$ cat src/rtl/vec_store_pkg.sv
// Shared types and default sizes for the vector store path.
package vec_store_pkg;

    // Default widths of the image/vector RAM write port
    localparam int DEF_DATA_W     = 128;
    localparam int DEF_ADDR_W     = 16;
    localparam int DEF_FIFO_DEPTH = 4;

    // Job sequencing states of the store unit
    typedef enum logic [1:0] {
        ST_IDLE = 2'd0,
        ST_RUN  = 2'd1,
        ST_DONE = 2'd2
    } state_t;

endpackage

$ cat src/rtl/sync_fifo.sv
// Small single-clock FIFO with a combinational head read. The head is
// consumed on the same edge it is popped, so the write-side output
// register can capture it directly.
module sync_fifo #(
    parameter int WIDTH = 8,
    parameter int DEPTH = 4
) (
    input  logic             clk,
    input  logic             srst,
    input  logic             push,
    input  logic [WIDTH-1:0] push_data,
    input  logic             pop,
    output logic [WIDTH-1:0] pop_data,
    output logic             full,
    output logic             empty
);

    localparam int AW = $clog2(DEPTH);

    logic [WIDTH-1:0] mem [DEPTH];
    logic [AW:0]      wr_ptr_reg;
    logic [AW:0]      rd_ptr_reg;
    logic             do_push;
    logic             do_pop;

    // Extra pointer bit distinguishes full from empty when indices match
    assign empty    = (wr_ptr_reg == rd_ptr_reg);
    assign full     = (wr_ptr_reg[AW] != rd_ptr_reg[AW]) &&
                      (wr_ptr_reg[AW-1:0] == rd_ptr_reg[AW-1:0]);
    assign do_push  = push & ~full;
    assign do_pop   = pop & ~empty;
    assign pop_data = mem[rd_ptr_reg[AW-1:0]];

    // Pointer update; reset discards any buffered contents
    always_ff @(posedge clk) begin
        if (srst) begin
            wr_ptr_reg <= '0;
            rd_ptr_reg <= '0;
        end else begin
            if (do_push) wr_ptr_reg <= wr_ptr_reg + (AW+1)'(1);
            if (do_pop)  rd_ptr_reg <= rd_ptr_reg + (AW+1)'(1);
        end
    end

    // Per-entry storage, written only when its slot is the write target
    generate
        for (genvar gi = 0; gi < DEPTH; gi++) begin : g_entry
            // Capture incoming word into this slot
            always_ff @(posedge clk) begin
                if (do_push && (wr_ptr_reg[AW-1:0] == AW'(gi))) begin
                    mem[gi] <= push_data;
                end
            end
        end
    endgenerate

endmodule

$ cat src/rtl/vector_store_unit.sv
// Writer-side engine for the vector RAM: takes a store job (base, length),
// buffers the incoming vector stream and writes it to sequential addresses,
// one word per clock.
module vector_store_unit
    import vec_store_pkg::*;
#(
    parameter int DATA_W     = DEF_DATA_W,
    parameter int ADDR_W     = DEF_ADDR_W,
    parameter int FIFO_DEPTH = DEF_FIFO_DEPTH
) (
    input  logic              clk,
    input  logic              rst,
    input  logic              start,
    input  logic [ADDR_W-1:0] base_addr,
    input  logic [ADDR_W-1:0] length,
    input  logic              in_valid,
    input  logic [DATA_W-1:0] in_data,
    output logic              in_ready,
    output logic [DATA_W-1:0] data,
    output logic [ADDR_W-1:0] w_addr,
    output logic              write_enable,
    output logic              busy,
    output logic              done,
    output logic [ADDR_W-1:0] words_written
);

    state_t            state_reg;
    state_t            state_next;
    logic [ADDR_W-1:0] base_reg;
    logic [ADDR_W-1:0] len_reg;
    logic [ADDR_W-1:0] accepted_reg;
    logic [ADDR_W-1:0] issued_reg;
    logic [DATA_W-1:0] data_reg;
    logic [ADDR_W-1:0] w_addr_reg;
    logic              we_reg;

    logic              fifo_full;
    logic              fifo_empty;
    logic [DATA_W-1:0] fifo_head;
    logic              start_accept;
    logic              push;
    logic              pop;
    logic              last_pop;

    // Stop accepting once the job's word count has been taken in, so
    // extra words offered after the job stay with the producer.
    assign start_accept = (state_reg == ST_IDLE) && start;
    assign in_ready     = (state_reg == ST_RUN) && !fifo_full && (accepted_reg < len_reg);
    assign push         = in_valid && in_ready;
    assign pop          = (state_reg == ST_RUN) && !fifo_empty && (issued_reg < len_reg);
    assign last_pop     = pop && ((issued_reg + ADDR_W'(1)) == len_reg);

    sync_fifo #(
        .WIDTH (DATA_W),
        .DEPTH (FIFO_DEPTH)
    ) u_fifo (
        .clk       (clk),
        .srst      (rst),
        .push      (push),
        .push_data (in_data),
        .pop       (pop),
        .pop_data  (fifo_head),
        .full      (fifo_full),
        .empty     (fifo_empty)
    );

    // State register
    always_ff @(posedge clk) begin
        if (rst) state_reg <= ST_IDLE;
        else     state_reg <= state_next;
    end

    // Next state: the final pop moves to DONE on the same edge the last
    // write is registered, so the strobe and DONE coincide.
    always_comb begin
        state_next = state_reg;
        case (state_reg)
            ST_IDLE: begin
                if (start) state_next = (length == '0) ? ST_DONE : ST_RUN;
            end
            ST_RUN: begin
                if (last_pop) state_next = ST_DONE;
            end
            ST_DONE: state_next = ST_IDLE;
            default: state_next = ST_IDLE;
        endcase
    end

    // Job parameters and progress counters; issued doubles as words_written
    always_ff @(posedge clk) begin
        if (rst) begin
            base_reg     <= '0;
            len_reg      <= '0;
            accepted_reg <= '0;
            issued_reg   <= '0;
        end else if (start_accept) begin
            base_reg     <= base_addr;
            len_reg      <= length;
            accepted_reg <= '0;
            issued_reg   <= '0;
        end else begin
            if (push) accepted_reg <= accepted_reg + ADDR_W'(1);
            if (pop)  issued_reg   <= issued_reg + ADDR_W'(1);
        end
    end

    // RAM write port register; data and address hold between writes
    always_ff @(posedge clk) begin
        if (rst) begin
            data_reg   <= '0;
            w_addr_reg <= '0;
            we_reg     <= 1'b0;
        end else begin
            we_reg <= pop;
            if (pop) begin
                data_reg   <= fifo_head;
                w_addr_reg <= base_reg + issued_reg;
            end
        end
    end

    assign data          = data_reg;
    assign w_addr        = w_addr_reg;
    assign write_enable  = we_reg;
    assign busy          = (state_reg == ST_RUN);
    assign done          = (state_reg == ST_DONE);
    assign words_written = issued_reg;

endmodule
$ cat config.mk
export PLATFORM = sky130hd
export DESIGN_NAME = vector_store_unit
export DESIGN_NICKNAME = d
export VERILOG_FILES = /design/src/rtl/vec_store_pkg.sv /design/src/rtl/sync_fifo.sv /design/src/rtl/vector_store_unit.sv
export SDC_FILE = /design/constraint.sdc
export NUM_CORES = 1
export LEC_CHECK = 0
export ABC_AREA = 1
export BUFFER_PORTS_ARGS = -buffer_cell sky130_fd_sc_hd__clkbuf_2
export CAP_MARGIN = 25
export CORE_ASPECT_RATIO = 1.1
export CORE_MARGIN = 5
export CORE_UTILIZATION = 45
export DETAILED_ROUTE_END_ITERATION = 8
export PLACE_DENSITY = 0.64
export REMOVE_ABC_BUFFERS = 1
export SETUP_SLACK_MARGIN = 0.1
export SLEW_MARGIN = 20
export SYNTH_ARGS = -nofsm -noshare
export SYNTH_HDL_FRONTEND = slang
export SYNTH_HIERARCHICAL = 1
export SYNTH_SLANG_ARGS = --single-unit
$ cat constraint.sdc
create_clock -name clk -period 18.55 [get_ports clk]
set_clock_uncertainty 0.2 [all_clocks]
set_input_delay 0.9275 -clock clk [delete_from_list [all_inputs] [get_ports clk]]
set_output_delay 0.9275 -clock clk [all_outputs]
set_load 0.02 [all_outputs]
; Word-level counts from Yosys, hierarchy flattened
; Memories as Yosys holds them, arrays and structs flattened. A register that Yosys moved wholly into a read port is not among the register bits.
; Cells that the tools add are included.
[op_classes]
add_sub_neg = 5
n_lt_le_gt_ge = 2
bitwise = 4
eq_ne = 11
reduce_logical = 22
mux = 21
[ops]
columns = op, count
row1 = 128-bit two-way mux, 3
row2 = 128-bit OR reduction, 3
row3 = "16-bit by 1-bit adder with 16-bit output, second input constant", 2
row4 = 16-bit less-than comparator, 2
row5 = 16-bit adder, 1
row6 = 16-bit == test, 1
row7 = 16-bit zero test, 1
row8 = 1-bit logical AND, 12
row9 = 2-bit two-way mux, 6
row10 = 1-bit two-way mux, 11
row11 = "3-bit by 1-bit adder with 3-bit output, second input constant", 2
row12 = "2-bit == test, second input constant", 3
row13 = "2-bit by 1-bit == test with 1-bit output, second input constant", 2
row14 = 2-bit zero test, 2
row15 = 2-bit case mux with 2 select lines, 1
row16 = 3-bit == test, 1
row17 = 1-bit AND, 2
row18 = 2-bit == test, 1
row19 = 1-bit zero test, 2
row20 = "2-bit by 1-bit != test with 1-bit output, second input constant", 1
row21 = "2-bit != test, second input constant", 1
row22 = 1-bit NOT, 2
row23 = 2-bit AND reduction, 1
row24 = 2-bit OR reduction, 1
row25 = 1-bit != test, 1
[word_totals]
n_memories = 1
inputBits = 164
output_inout_bits = 164
mem_bits_rw = 512
reg_bits = 89
word_cells = 75
[mem_list]
columns = memory, depth, word_bits, read_ports, rd_ports_with_merged_regs, write_ports, line
row1 = u_fifo.mem, 4, 128, 1, 1, 1, sync_fifo.sv:20  ; logic [WIDTH-1:0] mem [DEPTH];

; Logic depth before layout (Yosys ltp)
[logic_depth]
depth_word = 14
mapped_depth = 17
ltp_nobuf = 15

; Hierarchy
; Netlist, hierarchy kept.
[modules_own_cells]
columns = mod, cells_per_inst, instances, area_each_um2
row1 = sync_fifo, 1314, 1, 19807.7
row2 = vector_store_unit, 1300, 1, 9615.5

; Least setup slack after synthesis
; Ideal clock, no wire load.
[synth_path]
path_kind = register -> register
startpoint = register len_reg[5]
endpoint = memory u_fifo/mem[0][0] (netlist bit) (enable)
stages_incl_launch_ff = 13
slack_ns = 10.735
setup_ns = 0.616
n_path_buf = 1
t_arrival_ns = 6.999
cell_sequence = dfxtp_1 > inv_1 > ha_1 > a21oi_1 > nor2_1 > a211oi_1 > nand2_1 > nand2_1 > nand4_2 > clkinv_2 > buf_6 > nand2_1 > nor2_1
[synth_between]
elab_chain_cells = 11
word_cells_on_any_way = 25
cone_classes = 1 x order compare / 14 x mux / 1 x bitwise / 9 x reduce/logical
[synth_rtl]
columns = item, line
row1 = start: declaration, vector_store_unit.sv:30  ; logic [ADDR_W-1:0] len_reg;
row2 = start signal: assignment, vector_store_unit.sv:98  ; len_reg <= length;
row3 = 16-bit less-than comparator *, vector_store_unit.sv:48  ; assign in_ready = (state_reg == ST_RUN) && !fifo_full && (accepted_reg < len_reg);
row4 = 1-bit logical AND *, vector_store_unit.sv:48
row5 = 1-bit logical AND *, vector_store_unit.sv:49  ; assign push = in_valid && in_ready;
row6 = via push, vector_store_unit.sv:41  ; logic push;
row7 = 1-bit AND *, sync_fifo.sv:30  ; assign do_push = push & ~full;
row8 = 1-bit logical AND, sync_fifo.sv:50  ; if (do_push && (wr_ptr_reg[AW-1:0] == AW'(gi))) begin
row9 = 1-bit two-way mux, sync_fifo.sv:50
row10 = 1-bit two-way mux (implied by the code), sync_fifo.sv:51  ; mem[gi] <= push_data;
row11 = 128-bit OR reduction (no source line), --
row12 = 2-bit two-way mux (no source line) or 1-bit two-way mux (tied branches) (3 in a row), --
row13 = end: declaration, sync_fifo.sv:20
; The timed path passes the listed nets; every way through them passes the cells marked *.

; Worst setup path in the final report
[layout_path]
startpoint = register len_reg[5]
endpoint = memory u_fifo/mem[1][22] (netlist bit) (enable)
[layout_between]
elab_chain_cells = 11
word_cells_on_any_way = 25
cone_classes = 1 x order compare / 14 x mux / 1 x bitwise / 9 x reduce/logical
[layout_rtl]
columns = item, line
row1 = 16-bit less-than comparator *, vector_store_unit.sv:48
row2 = 1-bit logical AND *, vector_store_unit.sv:48
row3 = 1-bit logical AND *, vector_store_unit.sv:49
row4 = 1-bit AND *, sync_fifo.sv:30
row5 = 1-bit logical AND, sync_fifo.sv:50
row6 = 1-bit two-way mux, sync_fifo.sv:50
row7 = 1-bit two-way mux (implied by the code), sync_fifo.sv:51
row8 = 128-bit OR reduction (no source line), --
row9 = 2-bit two-way mux (no source line) or 1-bit two-way mux (tied branches) (3 in a row), --
; Every way passes the cells marked *; elsewhere a longest branch is shown, timed or not.

==> impl_metrics.ini <==
[power_and_ir_drop]
pwr-share-comb_pct = 6.6
p_leak_uw = 0.01242
pwr-share-clk_pct = 42.8
p_int_uw = 2762
power_density_nw_per_um2 = 104.6
vdd_drop_max_mv = 0.07005
switching_share_pct = 22.90
pwr-share-seq_pct = 50.5
p_switching_uw = 820.4

[outcome]
status = finished, final reports clean

[setup_path]
crit_fanout = 54
cp-end-kind = flip-flop
cp.required_ps = 18580
cp_data_arrival_time_ps = 5140
path_class = flip-flop to flip-flop
cp-start-kind = flip-flop

[synth]
yosysTopAreaCell = edfxtp_1
yosysMostFrequentCell = edfxtp_1
synth_area_um2 = 29420
avgSynthCellArea_um2 = 11.26
synthArstFlopShare_pct = 0
yosys_most_used_dff = edfxtp_1
syn_inst = 2614
synth_edf_count = 512
synth_top_area_share_pct = 52.25
ys_top_cells_by_area = edfxtp_1 (52%), dfxtp_1 (15%), nand2_1 (5.5%)
synth_seq_cells = 731
synth_cell_types = 50
yosys-top-cells-count = edfxtp_1 (512), nand2_1 (435), nor2_1 (303), a21oi_1 (225), dfxtp_1 (219)
yosysWarnings = 6
synth_seq_area_share_pct = 67.15

[cts]
insertion_delay_ps = 620
postCtsHoldBufs = 0
h-tree-depth = 3
cts_resized = 0
cts_tree = yes
clock-sinks = 731
path_clk_slew_ps = 60
clockBufferDepth = 3
numCtsBuffers = 76
cts_root_buffer = clkbuf_16
postCtsSetupBuffers = 0

[floorplan]
die_width_um = 253.8
die_h_um = 278.2
dieArea_um2 = 70600
fp-row-count = 98
core-area_um2 = 64860
start_util_pct = 45.36
io_pins = 328

[final_layout]
fillerInstances = 5534
multiInputGateArea_um2 = 8479
largest_reg_flops = 512
final_nets = 3112
layout-drive-gt1-share_pct = 19.64
finish.instance_area_um2 = 34230
regArea_um2 = 19770
areaGrowthSynthToFinish_pct = 16.34

[sta]
setup_violations = 0
hold_violations = 0
setup_tns_ps = 0
rsz0062_at_grt = no
relSlewSlack_pct = 31.05
layout_min_cycle_time_ps = 5108
finalMaxSlewViolations = 0
tightest_slew_ps = 1034
max_freq_ghz = 0.1958
period_share_pct = 27.53

[route]
dr.pass1.iters = 5
vias_per_cell = 5.414
vias = 20693
drt_iter0_drc = 1628
postRouteWirelength_mm = 77.76
wl_per_cell_um = 20.35
drc_errors = 0
ant_nets = 0

[global_route]
grt_pass1_vias = 20863
grt_max_degree = 179
grt_overflow_total = 0
antenna_found_initial = 21
grt_pass1_wl_mm = 118.8
grtUsageTotal_pct = 21.36

[place]
io_buffer_count = 327
place.gp.congestion = 0.9532
dpl.hpwl_mm = 47.43
placed_area_um2 = 31510

[run]
cap_violations = 0

[hold_path]
min_path_type = flip-flop to flip-flop
## worst max-delay path, stage by stage, from the launching register on
cell	delay (ps)
dfxtp_1	320
inv_1	90
ha_1	320
a21oi_1	140
nor2_1	60
a211oi_1	190
nand2_1	120
nand2_1	100
nand4_2	410
clkinv_2	450
nand2_1	260
nor2_4	410
buf_16	240
buf_4	560
buf_4	760
## cell type report
| class | count | area share (%) |
|---|---|---|
| sequential | 731 | 57.74 |
| multi-input combinational | 1646 | 24.77 |
| clock buffer | 113 | 6.528 |
| timing repair buffer | 350 | 5.753 |
| tap | 850 | 3.107 |
| inverter | 89 | 1.045 |
| clock inverter | 29 | 0.9503 |
| antenna | 14 | 0.1023 |
## power by group through the flow
stage	logic [µW]	registers, µW	clock network, µW
final	237	1810	1530
after global routing	262	1810	1640
after CTS	236	1810	1570
after detailed placement	235	1850	0
after global placement	231	1840	0
after floorplan	114	1860	0
## path summary, 6_finish.rpt
kind,depth (start not counted),start,slack (ps),to
hold / removal,2,data[70],260,data[70]
setup / recovery,14,len_reg[5],13440,u_fifo/mem[1][22]
hold reg to reg,2,data[70],260,data[70]
setup reg to reg,14,len_reg[5],13440,u_fifo/mem[1][22]
## cells in the final DEF, fill, tap and decap left out, types with 21 or more instances in the layout
cell type and count:
o22ai_2 40, nand2_1 435, ha_1 53, clkbuf_1 21, inv_1 76, o21ai_1 115, nand3_1 46, nor2_2 36
nor2_1 300, o21ai_0 214, edfxtp_1 512, clkbuf_2 326, o22ai_1 88, dfxtp_1 217, clkbuf_16 79, a21oi_1 225
## cells by family after synthesis
kind of cell	synth area share [%]
xor gates and xnor gates	0.8888
buffers and inverters	4.129
adders and majority gates	2.322
DFF	67.15
AOI/OAI and AO/OA	13.52
and+or+nand+nor	11.98
## metrics by stage
stage               util (%)  power [µW]  std cells  setup slack [ps]  hold slack (ps)
finish                 52.77        3582       3822             13440            262.1
global route           52.75        3713       3815             13150            278.5
CTS                    52.52        3617       3803             13070            263.4
detailed placement     48.57        2081       3661             13100            254.2
global placement       48.49        2075       3659             13090            251.3
floorplan                  -        1976       2466             10560            259.2
## routing by layer
metal  GRT usage [%]  vias to the layer above  wire [µm]  share of wire (%)
met4           7.918                       14       2118                2.7
met1           27.42                    10034      32190                 41
met5               0                        -        108               0.14
li1                -                     9836          -                  -
met3           5.355                      131       6120                7.9
met2           35.24                      678      37220                 48
(Power assumes the default switching activity.)
